--- config.mk ---
export PLATFORM = sky130hd
export DESIGN_NAME = usb1bd_reg_mep
export DESIGN_NICKNAME = d
export VERILOG_FILES = /design/src/rtl/usb1bd_reg_mep.sv
export SDC_FILE = /design/constraint.sdc
export NUM_CORES = 1
export LEC_CHECK = 0
export BUFFER_PORTS_ARGS = -buffer_cell sky130_fd_sc_hd__buf_2
export CORE_MARGIN = 8
export CORE_UTILIZATION = 25
export CTS_CLUSTER_SIZE = 10
export DETAILED_ROUTE_END_ITERATION = 16
export PLACE_DENSITY_LB_ADDON = 0.05
export REMOVE_ABC_BUFFERS = 1
export SLEW_MARGIN = 10
export SYNTH_ARGS = -nofsm -noshare
export SYNTH_HDL_FRONTEND = slang
export SYNTH_SLANG_ARGS = --single-unit
--- constraint.sdc ---
create_clock -name mclk -period 3.7 [get_ports mclk]
set_input_delay 0.555 -clock mclk [delete_from_list [all_inputs] [get_ports mclk]]
set_output_delay 0.555 -clock mclk [all_outputs]
set_load 0.01 [all_outputs]
--- src/rtl/usb1bd_reg_mep.sv ---
// Register block for a multi-endpoint USB 1.1 device core: configuration, sticky
// interrupt status, endpoint FIFO windows, token capture and a saturating error counter.
module usb1bd_reg_mep #(
   parameter int NUM_EP = 4,
   parameter int OCC_W  = 5
) (
   input  logic                    mclk,
   input  logic                    reset_n,
   input  logic                    reg_cs,
   input  logic                    reg_wr,
   input  logic [3:0]              reg_addr,
   input  logic [31:0]             reg_wdata,
   input  logic [3:0]              reg_be,
   output logic [31:0]             reg_rdata,
   output logic                    reg_ack,
   output logic                    cfg_usb_enb,
   output logic                    usb_srst_n,
   output logic [7:0]              cfg_max_hms,
   input  logic                    rx_token_valid,
   input  logic [6:0]              rx_token_fadr,
   input  logic [3:0]              rx_ep_sel,
   input  logic                    usb_rst,
   input  logic                    pid_cs_err,
   input  logic                    crc5_err,
   input  logic                    crc16_err,
   input  logic [31:0]             frm_nat,
   output logic [NUM_EP-1:0]       tx_fifo_wr_en,
   output logic [7:0]              tx_fifo_data,
   input  logic [NUM_EP-1:0]       tx_fifo_full,
   input  logic [NUM_EP-1:0]       tx_fifo_empty,
   input  logic [NUM_EP*OCC_W-1:0] tx_fifo_occ,
   output logic [NUM_EP-1:0]       rx_fifo_rd_en,
   input  logic [NUM_EP*8-1:0]     rx_fifo_data,
   input  logic [NUM_EP-1:0]       rx_fifo_empty,
   input  logic [NUM_EP-1:0]       rx_fifo_full,
   input  logic [NUM_EP*OCC_W-1:0] rx_fifo_occ,
   output logic                    usb_irq
);

   localparam logic [3:0]  A_CFG = 4'h0, A_STS = 4'h1, A_MSK = 4'h2, A_FRM = 4'h3, A_SEL = 4'h4;
   localparam logic [3:0]  A_EPS = 4'h5, A_TXW = 4'h6, A_RXR = 4'h7, A_TOK = 4'h8, A_ERR = 4'h9;
   localparam logic [31:0] CFG_MASK = 32'h00FF_0003;

   logic              r_ack;
   logic [31:0]       r_rdata;
   logic [31:0]       r_cfg;
   logic [31:0]       r_sts;
   logic [31:0]       r_mask;
   logic [3:0]        r_sel;
   logic [31:0]       r_tok;
   logic [7:0]        r_errcnt;
   logic              r_irq;
   logic [NUM_EP-1:0] r_rx_empty_d;

   logic [15:0]       w_txf, w_txe, w_rxf, w_rxe, w_wr16, w_rd16;
   logic [7:0]        w_rxd [16];
   logic [OCC_W-1:0]  w_txo [16];
   logic [OCC_W-1:0]  w_rxo [16];
   logic              w_start, w_wacc, w_racc;
   logic              w_tx_push, w_tx_ovf, w_rx_pop, w_rx_und;
   logic [31:0]       w_bemask, w_rd, w_set, w_clr;
   logic [1:0]        w_err_n;
   logic [7:0]        w_cnt_nxt;
   logic              w_sat_set;
   logic [NUM_EP-1:0] w_ne_edge;

   function automatic logic [7:0] sat_add8(input logic [7:0] a, input logic [1:0] b);
      logic [8:0] s;
      s = {1'b0, a} + {7'b0, b};
      return s[8] ? 8'hFF : s[7:0];
   endfunction

   // Endpoint-indexed views padded to 16 entries so the 4-bit select indexes them directly.
   always_comb begin
      w_txf = '0;
      w_txe = '0;
      w_rxf = '0;
      w_rxe = '0;
      for (int n = 0; n < 16; n++) begin
         w_rxd[n] = '0;
         w_txo[n] = '0;
         w_rxo[n] = '0;
      end
      for (int n = 0; n < NUM_EP; n++) begin
         w_txf[n] = tx_fifo_full[n];
         w_txe[n] = tx_fifo_empty[n];
         w_rxf[n] = rx_fifo_full[n];
         w_rxe[n] = rx_fifo_empty[n];
         w_rxd[n] = rx_fifo_data[n*8 +: 8];
         w_txo[n] = tx_fifo_occ[n*OCC_W +: OCC_W];
         w_rxo[n] = rx_fifo_occ[n*OCC_W +: OCC_W];
      end
   end

   assign w_start  = reg_cs & ~r_ack;
   assign w_wacc   = reg_cs & r_ack & reg_wr;
   assign w_racc   = reg_cs & r_ack & ~reg_wr;
   assign w_bemask = {{8{reg_be[3]}}, {8{reg_be[2]}}, {8{reg_be[1]}}, {8{reg_be[0]}}};

   assign w_tx_push = w_wacc & (reg_addr == A_TXW) & reg_be[0] & ~w_txf[r_sel];
   assign w_tx_ovf  = w_wacc & (reg_addr == A_TXW) & reg_be[0] & w_txf[r_sel];
   assign w_rx_pop  = w_racc & (reg_addr == A_RXR) & ~w_rxe[r_sel];
   assign w_rx_und  = w_racc & (reg_addr == A_RXR) & w_rxe[r_sel];

   always_comb begin
      w_wr16 = '0;
      w_rd16 = '0;
      w_wr16[r_sel] = w_tx_push;
      w_rd16[r_sel] = w_rx_pop;
   end

   assign tx_fifo_wr_en = w_wr16[NUM_EP-1:0];
   assign rx_fifo_rd_en = w_rd16[NUM_EP-1:0];
   assign tx_fifo_data  = reg_wdata[7:0];

   // A read of the counter restarts it from this cycle's errors so none are lost.
   assign w_err_n   = {1'b0, pid_cs_err} + {1'b0, crc5_err} + {1'b0, crc16_err};
   assign w_cnt_nxt = (w_racc && reg_addr == A_ERR) ? {6'b0, w_err_n} : sat_add8(r_errcnt, w_err_n);
   assign w_sat_set = (w_cnt_nxt == 8'hFF) && (r_errcnt != 8'hFF);
   assign w_ne_edge = r_rx_empty_d & ~rx_fifo_empty;

   always_comb begin
      w_set = '0;
      w_set[0] = usb_rst;
      w_set[1] = rx_token_valid;
      w_set[2] = pid_cs_err;
      w_set[3] = crc5_err;
      w_set[4] = crc16_err;
      w_set[5] = w_tx_ovf;
      w_set[6] = w_rx_und;
      w_set[7] = w_sat_set;
      w_set[16 +: NUM_EP] = w_ne_edge;
      w_clr = (w_wacc && reg_addr == A_STS) ? (reg_wdata & w_bemask) : 32'h0;
   end

   always_comb begin
      w_rd = '0;
      case (reg_addr)
         A_CFG: w_rd = r_cfg;
         A_STS: w_rd = r_sts;
         A_MSK: w_rd = r_mask;
         A_FRM: w_rd = frm_nat;
         A_SEL: w_rd[3:0] = r_sel;
         A_EPS: begin
            w_rd[3:0]          = {w_rxe[r_sel], w_rxf[r_sel], w_txe[r_sel], w_txf[r_sel]};
            w_rd[8 +: OCC_W]   = w_txo[r_sel];
            w_rd[16 +: OCC_W]  = w_rxo[r_sel];
         end
         A_RXR: w_rd[7:0] = w_rxe[r_sel] ? 8'h00 : w_rxd[r_sel];
         A_TOK: w_rd = r_tok;
         A_ERR: w_rd[7:0] = r_errcnt;
         default: w_rd = '0;
      endcase
   end

   always_ff @(posedge mclk or negedge reset_n) begin
      if (!reset_n) begin
         r_ack        <= 1'b0;
         r_rdata      <= '0;
         r_cfg        <= '0;
         r_sts        <= '0;
         r_mask       <= '0;
         r_sel        <= '0;
         r_tok        <= '0;
         r_errcnt     <= '0;
         r_irq        <= 1'b0;
         r_rx_empty_d <= '1;
      end else begin
         r_ack        <= w_start;
         r_errcnt     <= w_cnt_nxt;
         r_rx_empty_d <= rx_fifo_empty;
         r_irq        <= |(r_sts & r_mask);
         r_sts        <= (r_sts & ~w_clr) | w_set;
         if (w_start && !reg_wr)
            r_rdata <= w_rd;
         if (w_wacc && reg_addr == A_CFG)
            r_cfg <= ((r_cfg & ~w_bemask) | (reg_wdata & w_bemask)) & CFG_MASK;
         if (w_wacc && reg_addr == A_MSK)
            r_mask <= (r_mask & ~w_bemask) | (reg_wdata & w_bemask);
         // Out-of-range endpoint numbers are dropped so the select always names a real EP.
         if (w_wacc && reg_addr == A_SEL && reg_be[0] && ({1'b0, reg_wdata[3:0]} < 5'(NUM_EP)))
            r_sel <= reg_wdata[3:0];
         if (rx_token_valid)
            r_tok <= {1'b1, 20'h0, rx_token_fadr, rx_ep_sel};
         else if (w_racc && reg_addr == A_TOK)
            r_tok[31] <= 1'b0;
      end
   end

   assign reg_ack     = r_ack;
   assign reg_rdata   = r_rdata;
   assign usb_irq     = r_irq;
   assign cfg_usb_enb = r_cfg[0];
   assign usb_srst_n  = ~r_cfg[1];
   assign cfg_max_hms = r_cfg[23:16];

endmodule

Word-level counts from Yosys, hierarchy flattened
Cells that the tools add are included.

storage, ports and cells
  logic and storage cells = 106
  output and inout port bits = 60
  bits in registers = 136
  bits of input ports = 180

operators by class
  order comparisons = 4
  eq/ne operators = 11
  add/sub/neg operators = 3
  mux-type cells = 31
  bitwise gates (word level) = 31
  reductions and logical operators = 15

operator list
  cell                                                              count
  32-bit bitwise AND                                                4
  32-bit NOT                                                        2
  11-bit case mux with 5 select lines                               1
  5-bit case mux with 5 select lines                                2
  5-bit binary-select mux with 4-bit select                         2
  8-bit 2-to-1 mux                                                  5
  4-bit case mux with 9 select lines                                1
  8-bit binary-select mux with 4-bit select                         1
  32-bit 2-to-1 mux                                                 1
  32-bit by 20-bit bitwise OR with 32-bit output                    1
  32-bit bitwise OR                                                 1
  32-bit OR reduction                                               1
  24-bit bitwise AND                                                1
  24-bit bitwise OR                                                 1
  4-bit case mux with 6 select lines                                1
  5-bit 2-to-1 mux                                                  4
  1-bit binary-select mux with 4-bit select                         4
  4-bit by 3-bit == test with 1-bit output (second input constant)  4
  4-bit bitwise AND                                                 3
  1-bit bitwise AND                                                 11
  1-bit logical AND                                                 11
  8-bit by 2-bit adder with 9-bit output                            1
  3-bit case mux with 3 select lines                                1
  4-bit by 2-bit == test with 1-bit output (second input constant)  2
  other kinds (18)                                                  29

Logic depth before layout (Yosys ltp)
  depth after elaboration = 8
  mapped depth = 8
  depth with buffers taken out = 8

Least setup slack after synthesis
OpenSTA, ideal clock, no wires.

  kind = input -> register
  from = input pid_cs_err
  to = register r_sts[7]
  slack = 0.988 ns
  library setup time = 0.104 ns
  stages = 7
  required time = 3.596 ns
  arrival = 2.609 ns
  cell sequence = fa_1 ha_1 inv_1 fa_1 o2111a_1 or3_1 o41ai_2

on the way
  longest elaborated chain between the ends = 8

ends and longest elaborated chain
  what                                              RTL line  RTL
  from (decl)                                       23        input logic pid_cs_err,
  1-bit by 1-bit adder with 2-bit output *          117       assign w_err_n = {1'b0, pid_cs_err} + {1'b0, crc5_err} + {1'b0, crc16_err};
  2-bit by 1-bit adder with 2-bit output *          117
  8-bit by 2-bit adder with 9-bit output            69        s = {1'b0, a} + {7'b0, b};
  8-bit 2-to-1 mux                                  70        return s[8] ? 8'hFF : s[7:0];
  8-bit 2-to-1 mux *                                118       assign w_cnt_nxt = (w_racc && reg_addr == A_ERR) ? {6'b0, w_err_n} : sat_add8(r_errcnt, w_err_n);
  8-bit == test *                                   119       assign w_sat_set = (w_cnt_nxt == 8'hFF) && (r_errcnt != 8'hFF);
  1-bit logical AND *                               119
  32-bit by 20-bit bitwise OR with 32-bit output *  173       r_sts <= (r_sts & ~w_clr) | w_set;
  to (signal assigned)                              173
  to (decl)                                         47        logic [31:0] r_sts;

Every way passes the cells marked *; elsewhere a longest branch is shown, timed or not.
A chain may end at the register's enable or synchronous reset.

Worst setup path in the final report
  from = register r_sel[0]
  to = output rx_fifo_rd_en[0]

on the way
  longest elaborated chain between the ends = 5
  elaborated cells on any way between the ends = 10
  classes of those cells = 2 x order compare; 4 x mux; 3 x bitwise; 1 x reduce/logical

ends and longest elaborated chain
  what                                                                                         RTL line  RTL
  from (decl)                                                                                  49        logic [3:0] r_sel;
  from (signal assigned)                                                                       182       r_sel <= reg_wdata[3:0];
  4-bit by 5-bit < comparator with 1-bit output (not written as such) (tied with other cells)  109       w_rd16[r_sel] = w_rx_pop;
  1-bit logical AND (not written as such) or 1-bit 2-to-1 mux (tied branches)                  109, 102
  1-bit 2-to-1 mux (not written as such) or 1-bit NOT (tied branches)                          109, 102
  1-bit demux with 4-bit select or 1-bit bitwise AND (tied branches)                           109, 102
  4-bit bitwise AND (no source line) *                                                         -
  to (decl)                                                                                    32        output logic [NUM_EP-1:0] rx_fifo_rd_en,

Every way passes the cells marked *; elsewhere a longest branch is shown, timed or not. The select of a mux whose other input is x is not followed.

==> flow_summary.toml <==
[run_status]
status = "complete, no violations"

[synth]
seq_area_frac_synth_pct = 46.1
synth.cell_area_sq_um = 7400
synth_edf_count = 0
synthArstFlopShare_pct = 100
ys_ff_latch = 136
synth.distinct_cells = 73
syn_avg_cell_area_sq_um = 11.9
synthFlopType = "dfrtp_1"
yosys_warnings = 0
syn_inst = 621

[finish]
mostFrequentLayoutCells = "buf_2 (238), dfrtp_1 (131), nand2_1 (53)"
drive_above_1_share_pct = 45.5
nets = 1024
final_common_cell = "buf_2"
area_growth_pct = 28.2

[timing]
layout_setup_ws_ns = 0.747
worst_pin_slew_ns = 0.831
min_period_over_period_pct = 79.8
drv_slew = 0
setup_violations = 0
rsz0062_at_grt = "no"
tns_ns = 0
fin_crit_ns = 2.95
finalHoldViolCount = 0
clock.fmax_ghz = 0.339
clock-skew-final_ns = 0.0142
slew_headroom_pct = 44.4
fin_hold_ws_ns = 0.165

[clock_network]
cts_hold_buf = 0
insertion_delay_ns = 0.42
cts_resized = 0
cts_buffers = 17
post_cts_buffers = 0
htreeDepth = 4
clock-sinks = 136
cts_tree = "yes"
clkTransAtPathRegs_ns = 0.07
cts_root_buf = "clkbuf_16"
clk_path_buf_depth = 2

[power_and_ir_drop]
p_per_area_nw_per_um2 = 451
ir_drop_mv = 0.252
power_leakage_uw = 0.00434

[global_route]
grt_use_met1_pct = 21.2
gr-total-overflow = 0
antenna_found_initial = 1
grt_pass1_vias = 6761
grtUsageMet3_pct = 3.38
grt_use_total_pct = 16.3
top_usage_layer = "met2"
grt_pass1_wl_um = 43400
met2_usage_pct = 27.3
grt_max_degree = 80

[place]
port_buffers = 239
finalWeightedCongestion = 0.825
dp_hpwl_um = 21900
dp_slack_ns = 0.703

[floorplanning]
core_sq_um = 29400
die_h_um = 188
die-area_sq_um = 35400
fp.dieW_um = 188
ios = 240
start_util_pct = 25.2
rows = 63

[route]
vias_per_cell = 4.96
drc = 0
drt_first_iter_violations = 462
via_count = 6171
avgRoutedWirePerCell_um = 23.3
dr.pass1.iters = 5
ant_nets = 0
wl_um = 29000

[setup_path]
cp_max_fo = 8
crit_family = "multiplexers"
path_buf_inv = 1
worstPathArrival_ns = 2.40
r2r_start = "r_sel[0]$_DFFE_PN0P_"
worstPathCellList = "mux4_1 -> nand2b_1 -> nor3_1 -> buf_2"
endpoint_kind = "output pin"
r2r_slack_ns = 1.52
slowest_delay_ns = 0.80
crit_path_top_delay_cell = "mux4_1"
required_ns = 3.14
worstSetupPathType = "flop to output pin"
startpoint_type = "flop"
crit_start = "r_sel[0]$_DFFE_PN0P_"

[min_path]
hp-class = "input port to async pin"

[run]
max_cap_viol_count = 0
-- power by group --
part	total [uW]	internal, uW	leakage, uW	switching (uW)
Clock	1780	1030	0.000291	748
Sequential	1760	1620	0.00175	146
Combinational	733	340	0.00231	393
-- worst register-to-register path, stage by stage (launching register included) --
cell      delay, ns
dfrtp_2        0.55
mux4_1         0.80
nor3b_4        0.45
a221oi_1       0.13
o21ai_0        0.18
-- kinds of logic after synthesis --
group,Yosys count,synth area share (%)
AO/OA/AOI/OAI,155,15.8
XOR/XNOR,2,0.237
adder cells (fa/ha/maj),4,0.879
buffers and inverters,66,5.29
flip-flops,136,46.1
multiplexers,94,17.8
AND/OR/NAND/NOR,164,13.9
-- routing by layer --
| metal | part of all wire (%) | wire length (um) | vias to the layer above |
|---|---|---|---|
| met3 | 4.5 | 1290 | 14 |
| met5 | 0 | 0 | - |
| met4 | 1.0 | 291 | 0 |
| met1 | 45 | 13100 | 3135 |
| met2 | 49 | 14300 | 198 |
| li1 | - | - | 2824 |
-- cells in the mapped netlist, types with 12 or more instances --
library cell | count | area, sq um
a21boi_0 | 20 | 150
a221oi_1 | 16 | 140
a222oi_1 | 12 | 120
a22o_1 | 19 | 166
a22oi_1 | 17 | 128
buf_2 | 16 | 80.1
buf_4 | 21 | 158
dfrtp_1 | 132 | 3300
inv_1 | 12 | 45.0
mux2_2 | 46 | 518
mux2i_1 | 17 | 170
mux4_2 | 21 | 473
nand2_1 | 53 | 199
nand4_1 | 12 | 75.1
nor2_1 | 31 | 116
o21ai_0 | 18 | 90.1
-- layout make-up --
| type | instances | area [sq um] |
|---|---|---|
| Fill cell | 3021 | 19900 |
| Multi-Input combinational cell | 419 | 3620 |
| Sequential cell | 136 | 3410 |
| Timing Repair Buffer | 254 | 1320 |
| Tap cell | 390 | 488 |
| Clock buffer | 18 | 439 |
| Clock inverter | 14 | 161 |
| Inverter | 12 | 45.0 |
| Antenna cell | 1 | 2.50 |
-- stage by stage --
stage / cell area (sq um) / total power (uW) / instances / utilization, %
floorplan: 7050 / 2140 / 567 / -
global route: 9480 / 4490 / 1244 / 32.3
CTS: 9480 / 4350 / 1243 / 32.2
detailed placement: 8880 / 2540 / 1211 / 30.2
finish: 9480 / 4280 / 1244 / 32.3
global placement: 8880 / 2530 / 1211 / 30.2
-- final timing paths --
path	end	cells after the start
max reg2reg	reg_rdata[4]$_DFFE_PN0P_	4
max in group asynchronous	r_sel[0]$_DFFE_PN0P_	2
min in group mclk	r_rx_empty_d[1]$_DFF_PN1_	1
max	rx_fifo_rd_en[0]	4
min reg2reg	reg_rdata[15]$_DFFE_PN0P_	2
min	reg_rdata[16]$_DFFE_PN0P_	1
Power figures use the tool's default switching activity.
